$ cat config.mk
export PLATFORM = sky130hd
export DESIGN_NAME = multicycle_controller
export DESIGN_NICKNAME = d
export VERILOG_FILES = /design/src/rtl/multicycle_controller_pkg.sv /design/src/rtl/multicycle_controller_alu_decoder.sv /design/src/rtl/multicycle_controller.sv
export SDC_FILE = /design/constraint.sdc
export NUM_CORES = 1
export LEC_CHECK = 0
export BUFFER_PORTS_ARGS = -buffer_cell sky130_fd_sc_hd__buf_2
export CORE_AREA = 2 2 53 55
export CTS_BUF_LIST = sky130_fd_sc_hd__clkbuf_8
export CTS_CLUSTER_DIAMETER = 100
export DETAILED_ROUTE_END_ITERATION = 10
export DIE_AREA = 0 0 55 57
export GPL_TIMING_DRIVEN = 0
export HOLD_SLACK_MARGIN = 0.03
export PLACE_DENSITY = 0.67
export SYNTH_ARGS = -nofsm -noshare
export SYNTH_HDL_FRONTEND = slang
export SYNTH_SLANG_ARGS = --single-unit
$ cat constraint.sdc
create_clock -name clk -period 1.5 [get_ports clk]
set_clock_uncertainty 0.05 [all_clocks]
set_input_delay 0.075 -clock clk [delete_from_list [all_inputs] [get_ports clk]]
set_output_delay 0.075 -clock clk [all_outputs]
set_load 0.05 [all_outputs]
$ cat src/rtl/multicycle_controller_pkg.sv
// Shared definitions for the multicycle MIPS controller: opcodes, state codes,
// ALU-op codes and datapath select encodings.
package multicycle_controller_pkg;

    // Instruction opcodes (instr[31:26])
    localparam logic [5:0] OP_RTYPE = 6'b000000;
    localparam logic [5:0] OP_LW    = 6'b100011;
    localparam logic [5:0] OP_SW    = 6'b101011;
    localparam logic [5:0] OP_BEQ   = 6'b000100;
    localparam logic [5:0] OP_BNE   = 6'b000101;
    localparam logic [5:0] OP_ADDI  = 6'b001000;
    localparam logic [5:0] OP_J     = 6'b000010;

    // R-type function codes understood by the ALU decoder
    localparam logic [5:0] FN_ADD = 6'b100000;
    localparam logic [5:0] FN_SUB = 6'b100010;
    localparam logic [5:0] FN_AND = 6'b100100;
    localparam logic [5:0] FN_OR  = 6'b100101;
    localparam logic [5:0] FN_SLT = 6'b101010;

    // Controller state codes (visible on the debug state port)
    typedef enum logic [3:0] {
        StFetch  = 4'd0,
        StDecode = 4'd1,
        StMemAdr = 4'd2,
        StMemRd  = 4'd3,
        StMemWb  = 4'd4,
        StMemWr  = 4'd5,
        StExec   = 4'd6,
        StAluWb  = 4'd7,
        StBranch = 4'd8,
        StAddiEx = 4'd9,
        StAddiWb = 4'd10,
        StJump   = 4'd11,
        StBne    = 4'd12
    } state_e;

    // ALU operation class handed to the ALU decoder
    localparam logic [1:0] ALUOP_ADD   = 2'b00;
    localparam logic [1:0] ALUOP_SUB   = 2'b01;
    localparam logic [1:0] ALUOP_FUNCT = 2'b10;

    // ALU control codes
    localparam logic [3:0] ALU_AND = 4'b0000;
    localparam logic [3:0] ALU_OR  = 4'b0001;
    localparam logic [3:0] ALU_ADD = 4'b0010;
    localparam logic [3:0] ALU_SUB = 4'b0110;
    localparam logic [3:0] ALU_SLT = 4'b0111;

    // ALU B operand select
    localparam logic [1:0] SRCB_REG    = 2'b00;
    localparam logic [1:0] SRCB_FOUR   = 2'b01;
    localparam logic [1:0] SRCB_IMM    = 2'b10;
    localparam logic [1:0] SRCB_IMM_SH = 2'b11;

    // Next-PC source select
    localparam logic [1:0] PCSRC_ALU    = 2'b00;
    localparam logic [1:0] PCSRC_ALUOUT = 2'b01;
    localparam logic [1:0] PCSRC_JUMP   = 2'b10;

    // Timeout counter width: wide enough for the limit, never narrower than 8 bits
    function automatic int unsigned cnt_width(input int unsigned limit);
        int unsigned w;
        w = $clog2(limit + 1);
        return (w > 8) ? w : 8;
    endfunction

endpackage

$ cat src/rtl/multicycle_controller_alu_decoder.sv
// ALU decoder: maps the controller's ALU-op class plus the R-type funct field
// onto the 4-bit ALU control code.
module multicycle_controller_alu_decoder
    import multicycle_controller_pkg::*;
(
    input  logic [1:0] aluop,
    input  logic [5:0] funct,
    output logic [3:0] alucontrol
);

    // Fixed add/sub for address and branch math, funct-driven for R-type
    always_comb begin
        alucontrol = ALU_ADD;
        case (aluop)
            ALUOP_ADD: alucontrol = ALU_ADD;
            ALUOP_SUB: alucontrol = ALU_SUB;
            default: begin
                case (funct)
                    FN_ADD:  alucontrol = ALU_ADD;
                    FN_SUB:  alucontrol = ALU_SUB;
                    FN_AND:  alucontrol = ALU_AND;
                    FN_OR:   alucontrol = ALU_OR;
                    FN_SLT:  alucontrol = ALU_SLT;
                    default: alucontrol = ALU_ADD;
                endcase
            end
        endcase
    end

endmodule

$ cat src/rtl/multicycle_controller.sv
// Multicycle MIPS control FSM: sequences fetch/decode/execute/memory/writeback
// over the shared datapath and stalls on a ready-based memory handshake with an
// optional abort timeout (MEM_TO_CYCLES, 0 disables it).
// Build option: define MC_CTRL_BNE_EN to decode bne (opcode 000101) into the BNE
// state; otherwise that opcode is reported as illegal.
module multicycle_controller
    import multicycle_controller_pkg::*;
#(
    parameter int unsigned MEM_TO_CYCLES = 255
) (
    input  logic       clk,
    input  logic       rst_n,
    input  logic [5:0] opcode,
    input  logic [5:0] funct,
    input  logic       zero,
    input  logic       mem_ready,
    output logic       pcen,
    output logic       iord,
    output logic       memread,
    output logic       memwrite,
    output logic       irwrite,
    output logic       regdst,
    output logic       memtoreg,
    output logic       regwrite,
    output logic       alusrca,
    output logic [1:0] alusrcb,
    output logic [1:0] pcsrc,
    output logic [3:0] alucontrol,
    output logic [3:0] state,
    output logic       illegal,
    output logic       mem_err
);

    localparam int unsigned CntW = cnt_width(MEM_TO_CYCLES);
    localparam logic [CntW-1:0] CntLimit = CntW'(MEM_TO_CYCLES);

    state_e          state_q, state_d;
    logic [CntW-1:0] cnt_q, cnt_d;
    logic            wait_st;
    logic            timeout;
    logic            pcwrite;
    logic            branch;
    logic            branch_ne;
    logic [1:0]      aluop;

    assign state   = state_q;
    assign wait_st = (state_q == StFetch) || (state_q == StMemRd) || (state_q == StMemWr);
    // A completing access on the limit cycle wins over the abort
    assign timeout = (MEM_TO_CYCLES != 0) && wait_st && !mem_ready && (cnt_q == CntLimit);
    assign mem_err = timeout;
    assign pcen    = pcwrite | (branch & zero) | (branch_ne & ~zero);

    // Per-state datapath controls and next-state selection
    always_comb begin
        state_d   = StFetch;
        iord      = 1'b0;
        memread   = 1'b0;
        memwrite  = 1'b0;
        irwrite   = 1'b0;
        regdst    = 1'b0;
        memtoreg  = 1'b0;
        regwrite  = 1'b0;
        alusrca   = 1'b0;
        alusrcb   = SRCB_REG;
        pcsrc     = PCSRC_ALU;
        aluop     = ALUOP_ADD;
        pcwrite   = 1'b0;
        branch    = 1'b0;
        branch_ne = 1'b0;
        illegal   = 1'b0;
        case (state_q)
            StFetch: begin
                memread = 1'b1;
                alusrcb = SRCB_FOUR;
                if (mem_ready) begin
                    irwrite = 1'b1;
                    pcwrite = 1'b1;
                    state_d = StDecode;
                end else begin
                    // Stay put while waiting; a timeout also lands here (refetch)
                    state_d = StFetch;
                end
            end
            StDecode: begin
                // Precompute the branch target while the opcode is decoded
                alusrcb = SRCB_IMM_SH;
                case (opcode)
                    OP_LW, OP_SW: state_d = StMemAdr;
                    OP_RTYPE:     state_d = StExec;
                    OP_BEQ:       state_d = StBranch;
                    OP_ADDI:      state_d = StAddiEx;
                    OP_J:         state_d = StJump;
`ifdef MC_CTRL_BNE_EN
                    OP_BNE:       state_d = StBne;
`else
                    OP_BNE: begin
                        illegal = 1'b1;
                        state_d = StFetch;
                    end
`endif
                    default: begin
                        illegal = 1'b1;
                        state_d = StFetch;
                    end
                endcase
            end
            StMemAdr: begin
                alusrca = 1'b1;
                alusrcb = SRCB_IMM;
                state_d = (opcode == OP_SW) ? StMemWr : StMemRd;
            end
            StMemRd: begin
                memread = 1'b1;
                iord    = 1'b1;
                if (mem_ready)    state_d = StMemWb;
                else if (timeout) state_d = StFetch;
                else              state_d = StMemRd;
            end
            StMemWb: begin
                regwrite = 1'b1;
                memtoreg = 1'b1;
                state_d  = StFetch;
            end
            StMemWr: begin
                memwrite = 1'b1;
                iord     = 1'b1;
                state_d  = (mem_ready || timeout) ? StFetch : StMemWr;
            end
            StExec: begin
                alusrca = 1'b1;
                alusrcb = SRCB_REG;
                aluop   = ALUOP_FUNCT;
                state_d = StAluWb;
            end
            StAluWb: begin
                regwrite = 1'b1;
                regdst   = 1'b1;
                state_d  = StFetch;
            end
            StBranch: begin
                alusrca = 1'b1;
                aluop   = ALUOP_SUB;
                pcsrc   = PCSRC_ALUOUT;
                branch  = 1'b1;
                state_d = StFetch;
            end
`ifdef MC_CTRL_BNE_EN
            StBne: begin
                alusrca   = 1'b1;
                aluop     = ALUOP_SUB;
                pcsrc     = PCSRC_ALUOUT;
                branch_ne = 1'b1;
                state_d   = StFetch;
            end
`endif
            StAddiEx: begin
                alusrca = 1'b1;
                alusrcb = SRCB_IMM;
                state_d = StAddiWb;
            end
            StAddiWb: begin
                regwrite = 1'b1;
                state_d  = StFetch;
            end
            StJump: begin
                pcwrite = 1'b1;
                pcsrc   = PCSRC_JUMP;
                state_d = StFetch;
            end
            default: state_d = StFetch;
        endcase
    end

    // Wait counter: cleared on any state entry (including refetch), saturating
    always_comb begin
        cnt_d = cnt_q;
        if ((state_d != state_q) || timeout) begin
            cnt_d = '0;
        end else if (wait_st && !mem_ready && (cnt_q != {CntW{1'b1}})) begin
            cnt_d = cnt_q + 1'b1;
        end
    end

    // State and wait counter registers
    always_ff @(posedge clk or negedge rst_n) begin
        if (!rst_n) begin
            state_q <= StFetch;
            cnt_q   <= '0;
        end else begin
            state_q <= state_d;
            cnt_q   <= cnt_d;
        end
    end

    multicycle_controller_alu_decoder u_alu_decoder (
        .aluop      (aluop),
        .funct      (funct),
        .alucontrol (alucontrol)
    );

endmodule

# Yosys cells after proc, flatten, opt, wreduce, memory -nomap -nowiden

Cells that the tools add are included.
Widths: inputs -> output; s select.

Flip-flop bits (word level): 12
Bits in latches: 0
Memory bits (writable): 0
ROM bits: 0
Input port bits: 16
Output and inout bits: 23
Logic and storage cells: 75
Memories kept: 0

$add $sub $neg: 1
$mul: 0
Divide/modulo/power cells: 0
Magnitude comparators: 0
Eq/ne operators: 24
Shifts and indexed selects: 0
Multiplexer cells: 27
Bitwise logic cells: 2
Reduce and logical (&&, ||, !) cells: 19

Operators with widths:

| cell                | count |
|---|---|
| $eq 6x6->1 const B  | 6 |
| $pmux 4 s7          | 1 |
| $pmux 4 s5          | 1 |
| $eq 4x3->1 const B  | 4 |
| $eq 4x4->1 const B  | 4 |
| $mux 8              | 2 |
| $mux 1              | 13 |
| $pmux 3 s4          | 1 |
| $mux 3              | 3 |
| $add 8x1->8 const B | 1 |
| $eq 4x2->1 const B  | 2 |
| $eq 8x8->1 const B  | 1 |
| $ne 8x8->1 const B  | 1 |
| $pmux 2 s2          | 2 |
| $pmux 4 s2          | 1 |
| $reduce_or 2->1     | 4 |
| $eq 6x2->1 const B  | 1 |
| $eq 6x3->1 const B  | 1 |
| $eq 6x4->1 const B  | 1 |
| $logic_not 6->1     | 1 |
| $pmux 2 s3          | 1 |
| $reduce_or 6->1     | 1 |
| $eq 4x1->1 const B  | 1 |
| $logic_not 4->1     | 1 |
| 13 further kinds    | 18 |

# Logic depth before layout (Yosys ltp)

Word-level depth: 11
Gate-level depth with buffers: 6
Gate-level depth less buffers: 5

# By module

From an unflattened synthesis, not the netlist that was laid out.

Cell total of the unflattened synthesis: 133
Area, all modules: 1113.6 um^2

By module, submodules not included:

| module                            | instances | cells each | area each (um^2) | seq. area each (um^2) |
|---|---|---|---|---|
| multicycle_controller             | 1         | 123        | 1038.5           | 300.3 |
| multicycle_controller_alu_decoder | 1         | 10         | 75.1             | 0.0 |

# Worst setup path before layout

OpenSTA, ideal clock, no wires.

Kind: reg2out
From: reg state_q[1] (netlist: state[1])
To: out pcen
Arrival time: 2.712 ns
Required time: 1.375 ns
Slack: -1.337 ns
Cell stages (with the launch flop): 5
Path buffers: 2
Cells stage by stage: dfrtp_1 buf_2 clkbuf_1 nor3_1 a211o_1

Word-level cells in the longest chain between the ends: 4
Elaborated cells between the ends (all ways): 7
Classes of those cells: 2 x eq/ne; 2 x mux; 2 x bitwise; 1 x reduce/logical

Ends and longest elaborated chain:

| item                   | RTL line                     | source |
|---|---|---|
| from (decl)            | multicycle_controller.sv:37  | `state_e state_q, state_d;` |
| from (signal assigned) | multicycle_controller.sv:187 | `state_q <= StFetch;` |
| from (signal assigned) | multicycle_controller.sv:190 | `state_q <= state_d;` |
| $eq 4x4->1             | multicycle_controller.sv:71  | `case (state_q)` |
| $mux 1                 | multicycle_controller.sv:71  |  |
| $and 1x1->1            | multicycle_controller.sv:51  | `assign pcen = pcwrite \| (branch & zero) \| (branch_ne & ~zero);` |
| $or 1x1->1 *           | multicycle_controller.sv:51  |  |
| to (decl)              | multicycle_controller.sv:17  | `output logic pcen,` |

Every way passes the cells marked *; elsewhere a longest branch is shown, timed or not.

# Final worst setup path

From: reg state_q[3] (netlist: state[3])
To: out alucontrol[2]

Word-level cells in the longest chain between the ends: 4
Elaborated cells between the ends (all ways): 6
Classes of those cells: 3 x eq/ne; 2 x mux; 1 x reduce/logical

Ends and longest elaborated chain:

| item                                                 | RTL line                                | source |
|---|---|---|
| $eq 4x4->1 / $eq 4x3->1 (equally long branches)      | multicycle_controller.sv:71             |  |
| $pmux 2 s2 *                                         | multicycle_controller.sv:71             |  |
| $eq 2x1->1 / $logic_not 2->1 (equally long branches) | multicycle_controller_alu_decoder.sv:14 | `case (aluop)` |
| $pmux 4 s2 *                                         | multicycle_controller_alu_decoder.sv:14 |  |
| to (decl)                                            | multicycle_controller.sv:28             | `output logic [3:0] alucontrol,` |

Marked as above.

==> summary.md <==
| Metric | Value |
|---|---|
| Final RePlAce weighted congestion | `between 0.9 and 1` |
| Global Route Usage Sum | `roughly 22%` |
| Hold Crit Class | `in -> reg` |
| # IOs | `39` |
| Required time worst endpoint | `approximately 1400 ps` |
| Wire length after detailed routing | `~3600 um` |
| Synth Flop Type | `sky130_fd_sc_hd__dfrtp_1` |
| Top area cells in the synthesized netlist | `sky130_fd_sc_hd__dfrtp_1, sky130_fd_sc_hd__nor2_1, sky130_fd_sc_hd__nor3_1` |
| Total count of max-transition violations in the final report | `0` |
| Part of the power in combinational logic | `approximately four fifths` |
| Final global-route overflow total | `0` |
| Final critical path time including I/O delays and setup | `2020 ps` |
| Flop and latch count out of synthesis | `12` |
| Final standard cell area without fillers | `around 2000 um^2` |
| Run status | `complete, but fails checks` |
| Share of total power in sequential cells | `between 10% and 20%` |
| Area delta synth->final | `115%` |
| Total Nets Final | `between 200 and 250` |
| Data arrival time of the critical path | `1890 ps` |
| Number of H-tree levels | `1` |
| Fraction of power spent switching nets | `47.3%` |
| Per-instance average area after synthesis | `between 7 and 8 um^2` |
| Sum of negative setup slack | `-4550 ps` |
| Clock network fraction of design power | `about a tenth` |
| Detailed-route via count | `about 1200` |
| Post-synthesis instance total | `120` |
| Cell taking the most area after synthesis | `sky130_fd_sc_hd__dfrtp_1` |
| Yosys synthesis warning count | `0` |
| Net switching power figure | `1780 uW` |
| Number of buffer cells added on primary ports | `36` |
| Chip Width | `approximately 55 um` |
| Synth Net Count | `between 100 and 150` |
| Site Rows | `19` |
| Part of the Yosys area used for sequential elements | `31.9%` |
| Number of optimization iterations in the first detailed-route pass | `4` |
| CORE AREA | `between 2000 and 3000 um^2` |
| Via count of the first global-routing pass | `roughly 1200` |
| Setup slack after layout | `-515 ps` |
| Post-synth EDFFs | `0` |
| Clock insertion delay at the later pin of the skew report | `approximately 240 ps` |
| Die area | `3140 um^2` |
| Worst setup EP type | `primary output` |
| Post-place setup slack | `-439 ps` |
| Largest net degree at the start of global routing | `13` |
| Power density of the placed cells | `about 1900 nW/um^2` |
| Most frequent cells after synthesis | `sky130_fd_sc_hd__nor2_1, sky130_fd_sc_hd__dfrtp_1, sky130_fd_sc_hd__nor3_1, sky130_fd_sc_hd__nand2_1, sky130_fd_sc_hd__o21ai_0` |
| Final routed DRC violation total | `0` |
| RSZ-0062 raised after global routing | `true` |
| Final Hold Viols | `0` |
| Routed via count divided by cell count | `5.38` |
| Static Leak | `slightly below 0.0009 uW` |
| Max-cap check violation count | `0` |
| Type of the worst setup path | `reg -> out` |
| Total clock buffers created by CTS | `3` |
| CTS Root Cell | `sky130_fd_sc_hd__clkbuf_8` |
| Async SR Flop Fraction | `100%` |
| IR drop worst, VDD | `1.55 mV` |
| Internal power component | `roughly 2000 uW` |
| Synth top area share | `a little under a third` |
| Maximum buffer depth of the clock tree | `2` |
| Violations in the final reports | `negative setup slack` |
| Final setup vio count | `24` |
| Die Ht | `57 um` |
| Antenna-violating nets left | `0` |
| Top-count cell post-synth | `sky130_fd_sc_hd__nor2_1` |
| Effective utilization at floorplan | `around 36%` |
| Peak fanout along the critical path | `3` |
| Number of antenna cells inserted | `0` |
| Critical path launch point type | `flip-flop` |
| First-pass GRT wire length | `~5100 um` |
| TritonCTS clock tree | `yes` |
| Iter 0 DRT Violations | `32` |
| Syn Std Cell Area | `roughly 940 um^2` |
| # clock sinks | `12` |
| Period Utilization, post-route | `134%` |
| Fmax | `496 MHz` |
| Netlist cell types | `38` |
| Wire length per cell | `approximately 16 um` |
| Clock-pin transition on the worst setup and hold timing paths | `approximately 50 ps` |
| Number of antenna violations at the first check in global routing | `0` |
| Final HPWL DP | `approximately 1900 um` |
| Placed cell area | `roughly 1300 um^2` |
| Fraction of layout instances using a drive strength above 1 | `a little over three fifths` |
## worst max-delay path, cell delays in order, from the launching register on
cell,delay (ps)
sky130_fd_sc_hd__dfrtp_2,400
sky130_fd_sc_hd__nand2b_4,150
sky130_fd_sc_hd__or4b_4,580
sky130_fd_sc_hd__nor4b_4,220
sky130_fd_sc_hd__or2_4,160
sky130_fd_sc_hd__buf_8,140
## cell type report
class / count / area [um^2]
plain buffers: 6 / 76.3
well taps: 31 / 38.8
repair buffers: 68 / 646
inverters: 2 / 11.3
multi-input cells: 98 / 888
flip-flops and latches: 12 / 305
fillers: 145 / 594
clock buffers: 4 / 55.1
## power groups by stage
stage,Clock (uW),Combinational (uW),Sequential (uW)
finish,354,2960,448
global route,367,3090,459
CTS,355,2730,430
global placement,0,1640,445
detailed placement,0,1650,449
floorplan,0,1230,556
## flip-flops by register name, indices dropped and copies added, names as in the netlist
signal / cells
cnt_q: 8
state: 4
## path summary, 6_finish.rpt
check | slack, ps | start | endpoint | cells past startpoint
hold / removal | 170 | mem_ready | state[2] | 2
max in group asynchronous | 980 | rst_n | state[1] | 2
setup reg to reg | -220 | state[0] | state[2] | 7
setup / recovery | -520 | state[3] | alucontrol[2] | 5
hold reg to reg | 440 | cnt_q[0] | cnt_q[0] | 1
min in group asynchronous | 190 | rst_n | cnt_q[6] | 2
## metal layers
| layer | up-vias | share of wire (%) | GRT usage (%) |
|---|---|---|---|
| met5 | - | 0 | 0 |
| met4 | 0 | 3.3 | 5.57 |
| met3 | 12 | 5.0 | 3.14 |
| met2 | 52 | 52 | 40.8 |
| met1 | 561 | 39 | 25.0 |
| li1 | 565 | - | - |
## timing repair
item | CTS | global route
gates resized for setup | 88 | 21
pin swaps | 13 | 13
setup buffers | 23 | 10
setup endpoints to repair | 27 | 28
hold endpoints to repair | 12 | 0
hold buffers | 1 | 0
## through the flow
stage	utilization [%]	instances	total power (uW)	hold WS (ps)
floorplan	-	120	1790	-271
global placement	49.8	187	2080	-87.9
detailed placement	49.8	187	2100	-88.0
CTS	72.2	214	3510	115
global route	77.3	221	3920	168
finish	77.3	221	3760	169
## kinds of logic (layout without fill, tap and decap cells)
group / Yosys count / in the layout / synth area share, %
XOR/XNOR: 9 / 9 / 8.38
multiplexers: 1 / 1 / 1.06
adder cells (fa/ha/maj): 1 / 1 / 1.33
AO/OA/AOI/OAI: 22 / 22 / 15.2
buffers and inverters: 10 / 80 / 5.05
flip-flops: 12 / 12 / 31.9
AND/OR/NAND/NOR: 64 / 64 / 36.7
other: 1 / 1 / 0.399
## placed cells by master (no fill, tap or decap), types with 2 or more instances in the layout
cell type,netlist,final
sky130_fd_sc_hd__buf_12,0,2
sky130_fd_sc_hd__a21oi_4,0,2
sky130_fd_sc_hd__nor2_4,0,6
sky130_fd_sc_hd__nor3_4,0,5
sky130_fd_sc_hd__dfrtp_1,12,8
sky130_fd_sc_hd__o21a_1,2,2
sky130_fd_sc_hd__buf_8,0,13
sky130_fd_sc_hd__nand2b_4,0,4
sky130_fd_sc_hd__o21ai_0,6,3
sky130_fd_sc_hd__a21oi_1,5,3
sky130_fd_sc_hd__xnor2_1,4,4
sky130_fd_sc_hd__nor4b_4,0,2
sky130_fd_sc_hd__buf_4,1,17
sky130_fd_sc_hd__nand2_1,9,6
sky130_fd_sc_hd__nor2_1,19,13
sky130_fd_sc_hd__buf_6,0,20
sky130_fd_sc_hd__clkbuf_8,0,4
sky130_fd_sc_hd__a22oi_2,0,2
sky130_fd_sc_hd__dfrtp_2,0,4
sky130_fd_sc_hd__buf_2,5,19
sky130_fd_sc_hd__xor2_1,5,4
sky130_fd_sc_hd__nand3_1,4,4
sky130_fd_sc_hd__o21ai_1,0,2
sky130_fd_sc_hd__nor3_1,11,5
sky130_fd_sc_hd__and3_4,0,2
(Power assumes the default switching activity.)
